<file path="config.mk">
export PLATFORM = sky130hd
export DESIGN_NAME = mc_ctrl_fsm
export DESIGN_NICKNAME = d
export VERILOG_FILES = /design/src/rtl/mc_ctrl_fsm_pkg.sv /design/src/rtl/mc_ctrl_fsm_alu_op_decode.sv /design/src/rtl/mc_ctrl_fsm.sv
export SDC_FILE = /design/constraint.sdc
export NUM_CORES = 1
export LEC_CHECK = 0
export BUFFER_PORTS_ARGS = -buffer_cell sky130_fd_sc_hd__buf_2
export CAP_MARGIN = 20
export CORE_UTILIZATION = 46
export CTS_BUF_LIST = sky130_fd_sc_hd__clkbuf_4 sky130_fd_sc_hd__clkbuf_8 sky130_fd_sc_hd__clkbuf_16
export CTS_CLUSTER_SIZE = 12
export DETAILED_ROUTE_END_ITERATION = 16
export PLACE_DENSITY = 0.94
export SLEW_MARGIN = 15
export SYNTH_ARGS = -nofsm -noshare
export SYNTH_HDL_FRONTEND = slang
export SYNTH_SLANG_ARGS = --single-unit
</file>
<file path="constraint.sdc">
create_clock -name clk -period 3.2 [get_ports clk]
set_input_delay 0.64 -clock clk [delete_from_list [all_inputs] [get_ports clk]]
set_output_delay 0.64 -clock clk [all_outputs]
set_load 0.005 [all_outputs]
</file>
<file path="src/rtl/mc_ctrl_fsm_pkg.sv">
// Shared definitions for the multicycle control FSM: state encodings, ALU ops,
// mux select codes, opcode/funct constants and the control-word struct.
package mc_ctrl_defs;

  typedef enum logic [3:0] {
    S_FETCH    = 4'd0,
    S_DECODE   = 4'd1,
    S_EXEC_R   = 4'd2,
    S_R_WB     = 4'd3,
    S_EXEC_I   = 4'd4,
    S_I_WB     = 4'd5,
    S_MEM_ADDR = 4'd6,
    S_MEM_RD   = 4'd7,
    S_LD_WB    = 4'd8,
    S_MEM_WR   = 4'd9,
    S_BRANCH   = 4'd10,
    S_JUMP     = 4'd11,
    S_ILLEGAL  = 4'd12
  } state_t;

  localparam logic [2:0] ALU_ADD = 3'b000;
  localparam logic [2:0] ALU_SUB = 3'b001;
  localparam logic [2:0] ALU_AND = 3'b010;
  localparam logic [2:0] ALU_OR  = 3'b011;
  localparam logic [2:0] ALU_SLT = 3'b100;

  localparam logic [1:0] SRCB_REG    = 2'b00;
  localparam logic [1:0] SRCB_FOUR   = 2'b01;
  localparam logic [1:0] SRCB_IMM    = 2'b10;
  localparam logic [1:0] SRCB_IMM_SH = 2'b11;

  localparam logic [1:0] PCSRC_ALU    = 2'b00;
  localparam logic [1:0] PCSRC_ALUOUT = 2'b01;
  localparam logic [1:0] PCSRC_JUMP   = 2'b10;

  localparam logic [5:0] OP_RTYPE = 6'h00;
  localparam logic [5:0] OP_ADDI  = 6'h08;
  localparam logic [5:0] OP_LW    = 6'h23;
  localparam logic [5:0] OP_SW    = 6'h2B;
  localparam logic [5:0] OP_BEQ   = 6'h04;
  localparam logic [5:0] OP_J     = 6'h02;

  localparam logic [5:0] FN_ADD = 6'h20;
  localparam logic [5:0] FN_SUB = 6'h22;
  localparam logic [5:0] FN_AND = 6'h24;
  localparam logic [5:0] FN_OR  = 6'h25;
  localparam logic [5:0] FN_SLT = 6'h2A;

  typedef struct packed {
    logic       alu_src_a;
    logic [1:0] alu_src_b;
    logic [2:0] alu_op;
    logic       pc_write;
    logic       pc_write_cond;
    logic [1:0] pc_source;
    logic       iord;
    logic       mem_read;
    logic       mem_write;
    logic       ir_write;
    logic       reg_write;
    logic       reg_dst;
    logic       mem_to_reg;
    logic       illegal_op;
  } ctrl_t;

endpackage

</file>
<file path="src/rtl/mc_ctrl_fsm_alu_op_decode.sv">
// R-type funct decoder: maps funct to an ALU operation and flags unsupported codes.
module alu_op_decode
  import mc_ctrl_defs::*;
(
  input  logic [5:0] funct,
  output logic [2:0] alu_op,
  output logic       illegal
);

  always_comb begin
    alu_op  = ALU_ADD;
    illegal = 1'b0;
    case (funct)
      FN_ADD:  alu_op = ALU_ADD;
      FN_SUB:  alu_op = ALU_SUB;
      FN_AND:  alu_op = ALU_AND;
      FN_OR:   alu_op = ALU_OR;
      FN_SLT:  alu_op = ALU_SLT;
      default: illegal = 1'b1;
    endcase
  end

endmodule

</file>
<file path="src/rtl/mc_ctrl_fsm.sv">
// Multicycle control unit: sequences the single-ALU datapath one instruction at a time.
module mc_ctrl_fsm
  import mc_ctrl_defs::*;
(
  input  logic       clk,
  input  logic       reset_n,
  input  logic [5:0] opcode,
  input  logic [5:0] funct,
  input  logic       zero,
  input  logic       mem_ready,
  output logic       alu_src_a,
  output logic [1:0] alu_src_b,
  output logic [2:0] alu_op,
  output logic       pc_write,
  output logic       pc_write_cond,
  output logic [1:0] pc_source,
  output logic       iord,
  output logic       mem_read,
  output logic       mem_write,
  output logic       ir_write,
  output logic       reg_write,
  output logic       reg_dst,
  output logic       mem_to_reg,
  output logic       illegal_op,
  output logic [3:0] state_o
);

  state_t     state, state_next;
  ctrl_t      c;
  logic [2:0] dec_alu_op;
  logic       dec_illegal;
  logic       unused_zero;

  // Branch qualification by zero happens in the datapath.
  assign unused_zero = zero;

  alu_op_decode u_alu_op_decode (
    .funct   (funct),
    .alu_op  (dec_alu_op),
    .illegal (dec_illegal)
  );

  always_ff @(posedge clk or negedge reset_n) begin
    if (!reset_n) state <= S_FETCH;
    else          state <= state_next;
  end

  always_comb begin
    state_next = state;
    case (state)
      S_FETCH:    if (mem_ready) state_next = S_DECODE;
      S_DECODE: begin
        case (opcode)
          OP_RTYPE:     state_next = S_EXEC_R;
          OP_ADDI:      state_next = S_EXEC_I;
          OP_LW, OP_SW: state_next = S_MEM_ADDR;
          OP_BEQ:       state_next = S_BRANCH;
          OP_J:         state_next = S_JUMP;
          default:      state_next = S_ILLEGAL;
        endcase
      end
      S_EXEC_R: begin
        if (dec_illegal) state_next = S_ILLEGAL;
        else             state_next = S_R_WB;
      end
      S_EXEC_I:   state_next = S_I_WB;
      S_MEM_ADDR: begin
        if (opcode == OP_LW)      state_next = S_MEM_RD;
        else if (opcode == OP_SW) state_next = S_MEM_WR;
        else                      state_next = S_FETCH;
      end
      S_MEM_RD:   if (mem_ready) state_next = S_LD_WB;
      S_MEM_WR:   if (mem_ready) state_next = S_FETCH;
      S_R_WB, S_I_WB, S_LD_WB, S_BRANCH, S_JUMP, S_ILLEGAL: state_next = S_FETCH;
      default:    state_next = S_FETCH;
    endcase
  end

  // Control word from state; FETCH's IR/PC strobes are qualified by mem_ready.
  always_comb begin
    c = '0;
    case (state)
      S_FETCH: begin
        c.mem_read  = 1'b1;
        c.alu_src_b = SRCB_FOUR;
        c.alu_op    = ALU_ADD;
        c.ir_write  = mem_ready;
        c.pc_write  = mem_ready;
        c.pc_source = PCSRC_ALU;
      end
      S_DECODE: begin
        c.alu_src_b = SRCB_IMM_SH;
        c.alu_op    = ALU_ADD;
      end
      S_EXEC_R: begin
        c.alu_src_a = 1'b1;
        c.alu_src_b = SRCB_REG;
        c.alu_op    = dec_alu_op;
      end
      S_R_WB: begin
        c.reg_write = 1'b1;
        c.reg_dst   = 1'b1;
      end
      S_EXEC_I, S_MEM_ADDR: begin
        c.alu_src_a = 1'b1;
        c.alu_src_b = SRCB_IMM;
        c.alu_op    = ALU_ADD;
      end
      S_I_WB:     c.reg_write = 1'b1;
      S_MEM_RD: begin
        c.mem_read = 1'b1;
        c.iord     = 1'b1;
      end
      S_LD_WB: begin
        c.reg_write  = 1'b1;
        c.mem_to_reg = 1'b1;
      end
      S_MEM_WR: begin
        c.mem_write = 1'b1;
        c.iord      = 1'b1;
      end
      S_BRANCH: begin
        c.alu_src_a     = 1'b1;
        c.alu_src_b     = SRCB_REG;
        c.alu_op        = ALU_SUB;
        c.pc_write_cond = 1'b1;
        c.pc_source     = PCSRC_ALUOUT;
      end
      S_JUMP: begin
        c.pc_write  = 1'b1;
        c.pc_source = PCSRC_JUMP;
      end
      S_ILLEGAL:  c.illegal_op = 1'b1;
      default: ;
    endcase
  end

  assign alu_src_a     = c.alu_src_a;
  assign alu_src_b     = c.alu_src_b;
  assign alu_op        = c.alu_op;
  assign pc_write      = c.pc_write;
  assign pc_write_cond = c.pc_write_cond;
  assign pc_source     = c.pc_source;
  assign iord          = c.iord;
  assign mem_read      = c.mem_read;
  assign mem_write     = c.mem_write;
  assign ir_write      = c.ir_write;
  assign reg_write     = c.reg_write;
  assign reg_dst       = c.reg_dst;
  assign mem_to_reg    = c.mem_to_reg;
  assign illegal_op    = c.illegal_op;
  assign state_o       = state;

endmodule

</file>
# Word-level counts from Yosys, hierarchy flattened
# Index checks and enable logic that the tools add are counted.
# classes
eq_ne	25
mux	22
n_reduce_logical	10
# op_table
cell	n
$eq A6 B6 Y1 const B	7
$pmux W4 S7	1
$pmux W5 S5	1
$mux W4	6
$eq A4 B4 Y1 const B	5
$pmux W4 S5	1
$eq A4 B3 Y1 const B	4
$pmux W3 S4	1
$mux W1	10
$eq A4 B2 Y1 const B	2
$reduce_or A2 Y1	4
$eq A6 B2 Y1 const B	1
$eq A6 B3 Y1 const B	1
$eq A6 B4 Y1 const B	1
$logic_not A6 Y1	1
$ne A2 B2 Y1 const B	3
$reduce_or A5 Y1	1
$eq A4 B1 Y1 const B	1
$logic_not A4 Y1	1
$pmux W2 S2	1
$reduce_or A4 Y1	1
$reduce_and A3 Y1	1
$reduce_or A3 Y1	1
$pmux W1 S2	1
# word_totals
ff_bits	4
in_bits	16
output_inout_bits	22
elab_cells	58

# Depth between registers and ports, before layout
# Gate-level depths: netlist of the first run.
# depth
ltp_word	4
ltp_mapped	6
mapped_depth_nobuf	4

# Modules after synthesis
# A second synthesis of the first run with hierarchy kept.
# hier_totals
cells_unflattened	94
hier_area_um2	654.4
# by_module_without_submodules
module	instances	cells_each	area_each_um2	seq_area_each_um2
mc_ctrl_fsm	1	84	574.3	100.1
alu_op_decode	1	10	80.1	0.0

# Worst setup path before layout of the first run
# No wires, ideal clock.
# synth_timing
path_type	register to output
startpoint	register state[0], in the netlist state_o[0]
endpoint	output port alu_op[1]
t_arrival_ns	1.391
required_ns	2.560
setup_slack_ns	1.169
stages_incl_launch_ff	5
path_buffers	1
path_cell_list	dfrtp_1 -> buf_2 -> nor4b_1 -> nand2_1 -> nor4b_1
# synth_between
elab_chain_cells	3
elab_cells_between_ends	8
classes_between	eq/ne: 5; mux: 1; reduce/logical: 2
# synth_lines
element	line	source
from (decl)	mc_ctrl_fsm.sv:28	state_t state, state_next;
from (signal assigned)	mc_ctrl_fsm.sv:45	else state <= state_next;
$eq A4 B3 Y1	mc_ctrl_fsm.sv:82	case (state)
$reduce_or A2 Y1	--	
$pmux W5 S5 (*)	mc_ctrl_fsm.sv:82	
to (decl)	mc_ctrl_fsm.sv:13	output logic [2:0] alu_op,
# Every way passes the cells marked *; elsewhere a longest branch is shown, timed or not.

# Worst setup path in the final report of the first run
# layout_timing
startpoint	register state[1], in the netlist state_o[1]
endpoint	output port alu_op[1]
# The elaborated chain is that of the path after synthesis.

==> run metrics, run 1 <==
number of flip-flops in the largest register 4; Critical Path RT 2560 ps; Placed Instances 138; Non-Filler Instances approximately 140; remaining antenna violation count after routing 0; Setup WS post-layout around 630 ps; Worst Setup SP state_o[1]; vias in the first global route 624; Area Growth Syn to Fin 25.3%; Port Buffer Count 36; share of layout cells above drive strength 1 34.9%; root buf cell clkbuf_4; crit path launch type register; Hold Vio Cnt, Final 0; share of the synthesized area in the top cell type 15.0%; Final min period 2570 ps; total of max-cap violations 0; largest net degree at the start of global routing 24; crit path capture type primary output; Cell Chain, Critical Path nor4b_1 > nand2_1 > nor4b_1 > buf_2; latest clock arrival within the worst-skew pair 240 ps; Synth cell types 41; fillers 114; top cells by area, synth dfrtp_1, nor3_1, nor2_1, nand2b_1, a21oi_1; synth warn 0; Cell Rows 13; Post-synth top flop dfrtp_1; WL per Instance 13.1 µm; Hold Buf Count CTS 0; Crit Path Max Fanout 20; CTS tree done; I/O pin count 38; full die area approximately 0.0016 mm²; Max VDD drop 0.000373 V; R2R cell count 4; worst relative slew slack 56.8%; GPL Wtd Cong 0.820; flop2flop setup slack roughly 1300 ps; Tot GR Track Use 24.3%; initial antenna violation count 0; status complete, no violations; DRC 0; Post-Syn Area 668 µm²; starting density of the core approximately half; die extent in x 40.1 µm; type of the most critical hold path in2async; Post-synth EDFFs 0; remaining global-route overflow 0; Tcrit/Tclk final 80.2%; Final Setup Violations 0; sum of buffers and inverters on the critical path 1; worst path arrival time around 1900 ps; Yosys top cell by area dfrtp_1; first drt pass iteration count 4; Setup Fix Bufs, Post-CTS 0; commonest non-fill, non-tap cells in the layout buf_2, nor2_1, nor3_1; Syn Area/Cell 6.89 µm²; Synthesized Nets 113; P_leak 0.000405 µW; worst r2r dst state_o[2]; CTS Buffer Depth 2; Resize count post-CTS 0; reg2reg start state_o[0]; f_max 0.390 GHz; DR vias/cell 6.07; H-tree levels 1; #FFs+latches synth 4; Setup CP Type reg2out; Post-synth ARST share 100%; register area share after synthesis between 10% and 20%; TNS Setup 0 ps; HPWL after DPL 1.37 mm; Clk pin slew, worst setup/hold paths 50 ps; commonest non-fill, non-tap cell in the layout buf_2; Max Slew Vio Count 0; clk sinks 4; critical path depth 4; nets 144; Placement Setup Slack 891 ps; CTS Buf Count 3; Critical-path top delay cell dfrtp_1; Pwr per Cell Area 731 mW/mm²; Die H 40.1 µm; Post-Syn Instances 97; detailed-route via count 856; skew final about 7.4 ps; CP top delay family simple AND/OR/NAND/NOR gates; core area 0.00133 mm²; Slew @ Worst Pin 648 ps; Ant. Diodes 0; global-route wire length before repair 2.61 mm; final WL 1.84 mm; number of DRC markers in iteration 0 28; Critical Path Max Stage Delay 720 ps; Top cell by count, worst path nor4b_1; RSZ-0062 raised after global routing no
-- kinds of logic (layout without fill, tap and decap cells) --
family	after synthesis	after routing	synth area share [%]
and+or+nand+nor	53	53	44.8
muxes	1	1	1.50
AOI/OAI and AO/OA	25	25	27.9
buffers and inverters	13	42	9.55
DFF	4	4	15.0
xor gates and xnor gates	1	1	1.31
-- worst reg2reg max path, delay by kind of cell, from the launching register on --
family,cells,cell delay [ps]
AOI/OAI and AO/OA,2,480
DFF,1,610
and+or+nand+nor,2,680
-- layout make-up --
type	count	area [µm²]	share of cell area (%)
timing repair buffer	36	180	21.5
multi-input combinational	80	504	60.2
clock buffer	3	22.5	2.69
tap	15	18.8	2.24
sequential	4	100	12.0
inverter	3	11.3	1.35
-- worst max path at each step --
stage / endpoint / slack, ps
2_1_floorplan: alu_op[1] / 1170
3_3_place_gp: alu_op[1] / 940
3_5_place_dp: alu_op[1] / 890
4_1_cts: alu_op[1] / 640
5_1_grt: alu_op[1] / 410
6_report: alu_op[1] / 630
-- routing by layer --
layer / share of wire (%) / wire (µm) / GRT usage, %
met3: 6.3 / 116 / 3.33
met5: 0 / 0 / 0
met4: 0.43 / 8 / 12.1
met2: 51 / 947 / 41.5
met1: 42 / 772 / 29.3
-- synthesized netlist by cell type, types with 2 or more instances --
master,count
o22ai_1,2
dfrtp_1,4
buf_2,6
nand3_1,2
nor4b_1,3
nor3_1,9
a21oi_1,6
o211ai_1,2
nand2_1,7
nand2b_1,5
nor2_1,10
clkbuf_1,2
o21ai_0,2
or3_1,2
and3_1,3
buf_4,2
nor2b_1,3
nor4_1,2
inv_1,3
-- power breakdown --
part	switching (µW)	internal, µW	total, µW	leakage, µW
logic	181	194	375	0.000340
registers	101	69.6	171	0.0000517
clock network	24.0	42.2	66.2	0.0000138
total	306	306	612	0.000405
-- through the flow --
step,cell area [µm²],total power (µW),util (%),hold WS [ps]
5_1_grt,837,668,62.8,180
2_1_floorplan,668,424,-,344
4_1_cts,837,605,62.8,189
3_5_place_dp,815,533,61.1,447
6_report,837,612,62.8,192
3_3_place_gp,815,516,61.1,442
Power figures use the tool's default switching activity.
==> run 2, diff against run 1 <==
--- a/config.mk
+++ b/config.mk
@@ -7,11 +7,11 @@
 export LEC_CHECK = 0
 export BUFFER_PORTS_ARGS = -buffer_cell sky130_fd_sc_hd__buf_2
 export CAP_MARGIN = 20
-export CORE_UTILIZATION = 46
+export CORE_UTILIZATION = 43
 export CTS_BUF_LIST = sky130_fd_sc_hd__clkbuf_4 sky130_fd_sc_hd__clkbuf_8 sky130_fd_sc_hd__clkbuf_16
 export CTS_CLUSTER_SIZE = 12
 export DETAILED_ROUTE_END_ITERATION = 16
-export PLACE_DENSITY = 0.94
+export PLACE_DENSITY = 0.89
 export SLEW_MARGIN = 15
 export SYNTH_ARGS = -nofsm -noshare
 export SYNTH_HDL_FRONTEND = slang
==> constraint.sdc (replaced) <==
create_clock -name clk -period 2.4 [get_ports clk]
set_input_delay 0.48 -clock clk [delete_from_list [all_inputs] [get_ports clk]]
set_output_delay 0.48 -clock clk [all_outputs]
set_load 0.005 [all_outputs]
==> run metrics, run 2 (synthesized netlist as in run 1, its figures left out) <==
Port Buffer Count 36 (unchanged); latest clock arrival within the worst-skew pair 250 ps (about the same); Core Util, Final 63.5% (+0.70 points); crit path launch type register; Final min period about 2200 ps; detailed-route via count 887 (+3.6%); worst relative slew slack 58.1% (+1.3 points); clk sinks 4 (unchanged); I/O pin count 38 (unchanged); type of the most critical hold path in2async; root buf cell clkbuf_4; RSZ-0062 raised after global routing no; GPL Wtd Cong 0.829 (+1.1%); skew final 9.11 ps (+1.72 ps); f_max 0.448 GHz; initial antenna violation count 0 (unchanged); Slew @ Worst Pin 613 ps (-34.7 ps); P_leak 0.000426 µW (+5.1%); Tcrit/Tclk final 93.0%; Clk pin slew, worst setup/hold paths 40 ps (about the same); total of max-cap violations 0 (unchanged); TNS Setup 0 ps (unchanged); status complete, no violations; Ant. Diodes 0 (unchanged); Setup Fix Bufs, Post-CTS 0 (unchanged); WL per Instance 12.9 µm (-1.4%); Final Setup Violations 0 (unchanged); DR vias/cell 6.12 (+0.76%); HPWL after DPL 1.42 mm (+4.2%); R2R cell count 5 (+1); DRC 0 (unchanged); number of flip-flops in the largest register 4 (unchanged); Max VDD drop 0.000548 V (+47%); final WL 1.87 mm (+1.4%); largest net degree at the start of global routing 23 (-4.2%); worst path arrival time 1750 ps (-180 ps); remaining global-route overflow 0 (unchanged); Area Growth Syn to Fin 29.8%; remaining antenna violation count after routing 0 (unchanged); first drt pass iteration count 5 (+1); Critical Path RT 1920 ps (-640 ps); Crit Path Max Fanout 7 (-65%); global-route wire length before repair 2.97 mm (+14%); starting density of the core 48.9% (-1.2 points); vias in the first global route 727 (+17%); commonest non-fill, non-tap cell in the layout buf_2; CTS Buffer Depth 2 (unchanged); Die H 41.4 µm (+3.3%); nets 148 (+2.8%); fillers 131 (+15%); core area 0.00137 mm² (+2.4%); Hold Buf Count CTS 0 (unchanged); share of layout cells above drive strength 1 36.9% (+2.0 points); Resize count post-CTS 0 (unchanged); CTS Buf Count 3 (unchanged); Tot GR Track Use 21.5% (-2.8 points); crit path capture type primary output; Placement Setup Slack 425 ps (-466 ps); final hold slack 21.1 ps (-171 ps); number of DRC markers in iteration 0 47 (+68%); die extent in x 41.4 µm (+3.3%); Setup CP Type reg2out; CTS tree done; commonest non-fill, non-tap cells in the layout buf_2, nor2_1, nor3_1; Cell Rows 13 (unchanged); Max Slew Vio Count 0 (unchanged); H-tree levels 1 (unchanged); full die area 0.00172 mm² (+6.6%); Pwr per Cell Area 978 mW/mm² (+34%); Hold Vio Cnt, Final 0 (unchanged); Setup WS post-layout 169 ps (-464 ps)
-- run 2: cell count changes in the layout (fill, tap and decap cells not counted), sizes merged --
cell / change
buf: +4
-- run 2: through the flow --
stage	power, µW	std cells	instance area [µm²]
6_report	848	145	867
5_1_grt	920	145	867
4_1_cts	843	145	867
3_5_place_dp	750	142	845
3_3_place_gp	733	142	845
2_1_floorplan	565	97	668
-- run 2: layout make-up --
type                       count  area [µm²]  area share [%]
clock buffer                   3        22.5            2.60
timing repair buffer          40         210            24.2
multi-input combinational     80         504            58.2
sequential                     4         100            11.5
tap                           15        18.8            2.16
inverter                       3        11.3            1.30
-- run 2: critical path: stages, from the launching register on --
cell and delay (ps):
dfrtp_1 420, nor4b_1 440, nand2_1 180, o32ai_1 300, buf_2 160
-- run 2: path summary, 6_finish.rpt --
check / startpoint / end / slack [ps]
worst max-delay path: state_o[1] / alu_op[0] / 170
worst min-delay path: reset_n / state_o[1] / 20
worst max register to register: state_o[0] / state_o[2] / 660
worst min register to register: state_o[2] / state_o[1] / 650
max in group asynchronous: reset_n / state_o[2] / 2250
min in group clk: opcode[4] / state_o[1] / 640
-- run 2: power breakdown --
group / switching, µW / leakage, µW / internal (µW)
combinational: 352 / 0.000360 / 291
clock: 34.9 / 0.0000138 / 56.4
sequential: 18.6 / 0.0000517 / 95.3
total: 406 / 0.000426 / 442
-- run 2: metal layers --
metal / track usage (%) / wire (µm) / vias up
met1: 25.5 / 773 / 386
met4: 11.6 / 45 / 0
met5: 0 / 0 / -
met2: 37.2 / 905 / 59
li1: - / - / 432
met3: 2.61 / 145 / 10
==> run 3, diff against run 2 <==
--- a/config.mk
+++ b/config.mk
@@ -7,6 +7,7 @@
 export LEC_CHECK = 0
 export BUFFER_PORTS_ARGS = -buffer_cell sky130_fd_sc_hd__buf_2
 export CAP_MARGIN = 20
+export CORE_MARGIN = 2
 export CORE_UTILIZATION = 43
 export CTS_BUF_LIST = sky130_fd_sc_hd__clkbuf_4 sky130_fd_sc_hd__clkbuf_8 sky130_fd_sc_hd__clkbuf_16
 export CTS_CLUSTER_SIZE = 12
==> run metrics, run 3 (synthesized netlist as in run 1, its figures left out) <==
Crit Path Max Fanout 11 (+4); Comb pwr share 74.5% (-1.3 points); Reg power frac 14.9% (+1.5 points); final WL 1.87 mm (+0.11%); Core Util, Final 58.7% (-4.7 points); first drt pass iteration count 5 (unchanged); Max Slew Vio Count 0 (unchanged); Hold Vio Cnt, Final 0 (unchanged); core area 0.00149 mm² (+9.0%); Tcrit/Tclk final 90.8% (-2.1 points); Pwr per Cell Area 986 mW/mm² (+0.85%); GPL Wtd Cong 0.911 (+9.9%); P_leak 0.000427 µW (+0.24%); commonest non-fill, non-tap cells in the layout buf_2, nor2_1, nor3_1; status complete, no violations; internal cell power 443 µW (+0.17%); RSZ-0062 raised after global routing no; fillers 125 (-4.6%); sum of buffers and inverters on the critical path 1 (unchanged); Port Buffer Count 36 (unchanged); Die H 43.4 µm (+4.8%); I/O pin count 38 (unchanged); Ant. Diodes 0 (unchanged); Setup Fix Bufs, Post-CTS 0 (unchanged); CP top delay family simple AND/OR/NAND/NOR gates; crit path launch type register; Clk network pwr share 10.6% (-0.2 points); vias in the first global route 724 (-0.41%); CTS tree done; nets 148 (unchanged); Slew @ Worst Pin 546 ps (-66.9 ps); Final Setup Violations 0 (unchanged); number of DRC markers in iteration 0 32 (-32%); NetSw 419 µW (+3.4%); CTS Buffer Depth 2 (unchanged); DRC 0 (unchanged); full die area 0.00189 mm² (+9.9%); type of the most critical hold path in2async; Cell Rows 14 (+1); initial antenna violation count 0 (unchanged); DR vias/cell 5.82 (-4.8%); remaining global-route overflow 0 (unchanged); starting density of the core 44.9% (-4.0 points); skew final 7.56 ps (-1.55 ps); crit path capture type primary output; Critical-path top delay cell dfrtp_1; Setup CP Type reg2out; sw frac 48.6% (+0.80 points); remaining antenna violation count after routing 0 (unchanged); worst relative slew slack 62.6% (+4.6 points); H-tree levels 1 (unchanged); share of layout cells above drive strength 1 37.7% (+0.77 points); number of flip-flops in the largest register 4 (unchanged); latest clock arrival within the worst-skew pair 250 ps (about the same); CTS Buf Count 3 (unchanged); total of max-cap violations 0 (unchanged); HPWL after DPL 1.41 mm (-1.0%); f_max 0.459 GHz (+2.3%); Critical Path RT 1920 ps (about the same); global-route wire length before repair 3.09 mm (+4.2%); WL per Instance 12.8 µm (-0.58%); Critical Path Max Stage Delay 480 ps (+40 ps); Area Growth Syn to Fin 30.9%; Final min period 2180 ps (-51.1 ps); Tot GR Track Use 21.2% (-0.33 points); largest net degree at the start of global routing 23 (unchanged); worst path arrival time 1700 ps (-50 ps); Cell Chain, Critical Path nor4b_2 > nand2_1 > nor4b_1 > buf_2; root buf cell clkbuf_4; Max VDD drop 0.000504 V (-7.9%); die extent in x 43.4 µm (+4.8%); TNS Setup 0 ps (unchanged); clk sinks 4 (unchanged); detailed-route via count 850 (-4.2%); commonest non-fill, non-tap cell in the layout buf_2; Clk pin slew, worst setup/hold paths 40 ps (about the same)
==> run 3: changes by cell type in the layout (fill, tap and decap cells not counted) <==
cell	delta
nor4b_2	+1
nor4b_1	-1
==> run 3: cell type report <==
class                      instances  area, µm²  area share, %
sequential                         4        100           11.4
tap                               16       20.0           2.29
inverter                           3       11.3           1.29
multi-input combinational         80        510           58.4
timing repair buffer              40        210           24.0
clock buffer                       3       22.5           2.58
==> run 3: metrics by stage <==
stage / power, µW / hold slack, ps / instances / instance area, µm² / setup WS (ps)
final: 862 / 18.8 / 146 / 875 / 220
after global routing: 940 / 23.5 / 146 / 875 / 132
after CTS: 846 / 24.2 / 146 / 868 / 51.2
after detailed placement: 755 / 285 / 143 / 846 / 316
after global placement: 741 / 282 / 143 / 846 / 354
after floorplan: 565 / 184 / 97 / 668 / 529
==> run 3: final timing paths <==
kind,slack (ps),cells after the start,from,endpoint
hold reg to reg,690,3,state_o[0],state_o[1]
setup / recovery,220,4,state_o[2],alu_op[1]
min in group clk,650,4,opcode[4],state_o[1]
setup reg to reg,610,5,state_o[0],state_o[2]
max in group asynchronous,2260,1,reset_n,state_o[2]
hold / removal,20,1,reset_n,state_o[1]
==> run 3: power groups by stage <==
stage | registers, µW | logic [µW] | clock network [µW]
2_1_floorplan | 113 | 452 | 0
3_3_place_gp | 124 | 617 | 0
3_5_place_dp | 125 | 629 | 0
4_1_cts | 124 | 633 | 89.1
5_1_grt | 135 | 710 | 95.5
6_report | 129 | 642 | 91.3
==> run 3: metal layers <==
layer / up-vias / global-route usage, % / share of wire, %
met5: - / 0 / 0
met4: 0 / 10.3 / 1.3
met3: 2 / 2.92 / 5.8
met2: 30 / 36.7 / 50
met1: 385 / 25.5 / 43
li1: 433 / - / -
==> run 3: what timing repair did <==
| action | CTS | global route |
|---|---|---|
| hold buffers | 0 | 0 |
| gates resized for setup | 0 | 1 |
| setup endpoints to repair | 0 | 3 |
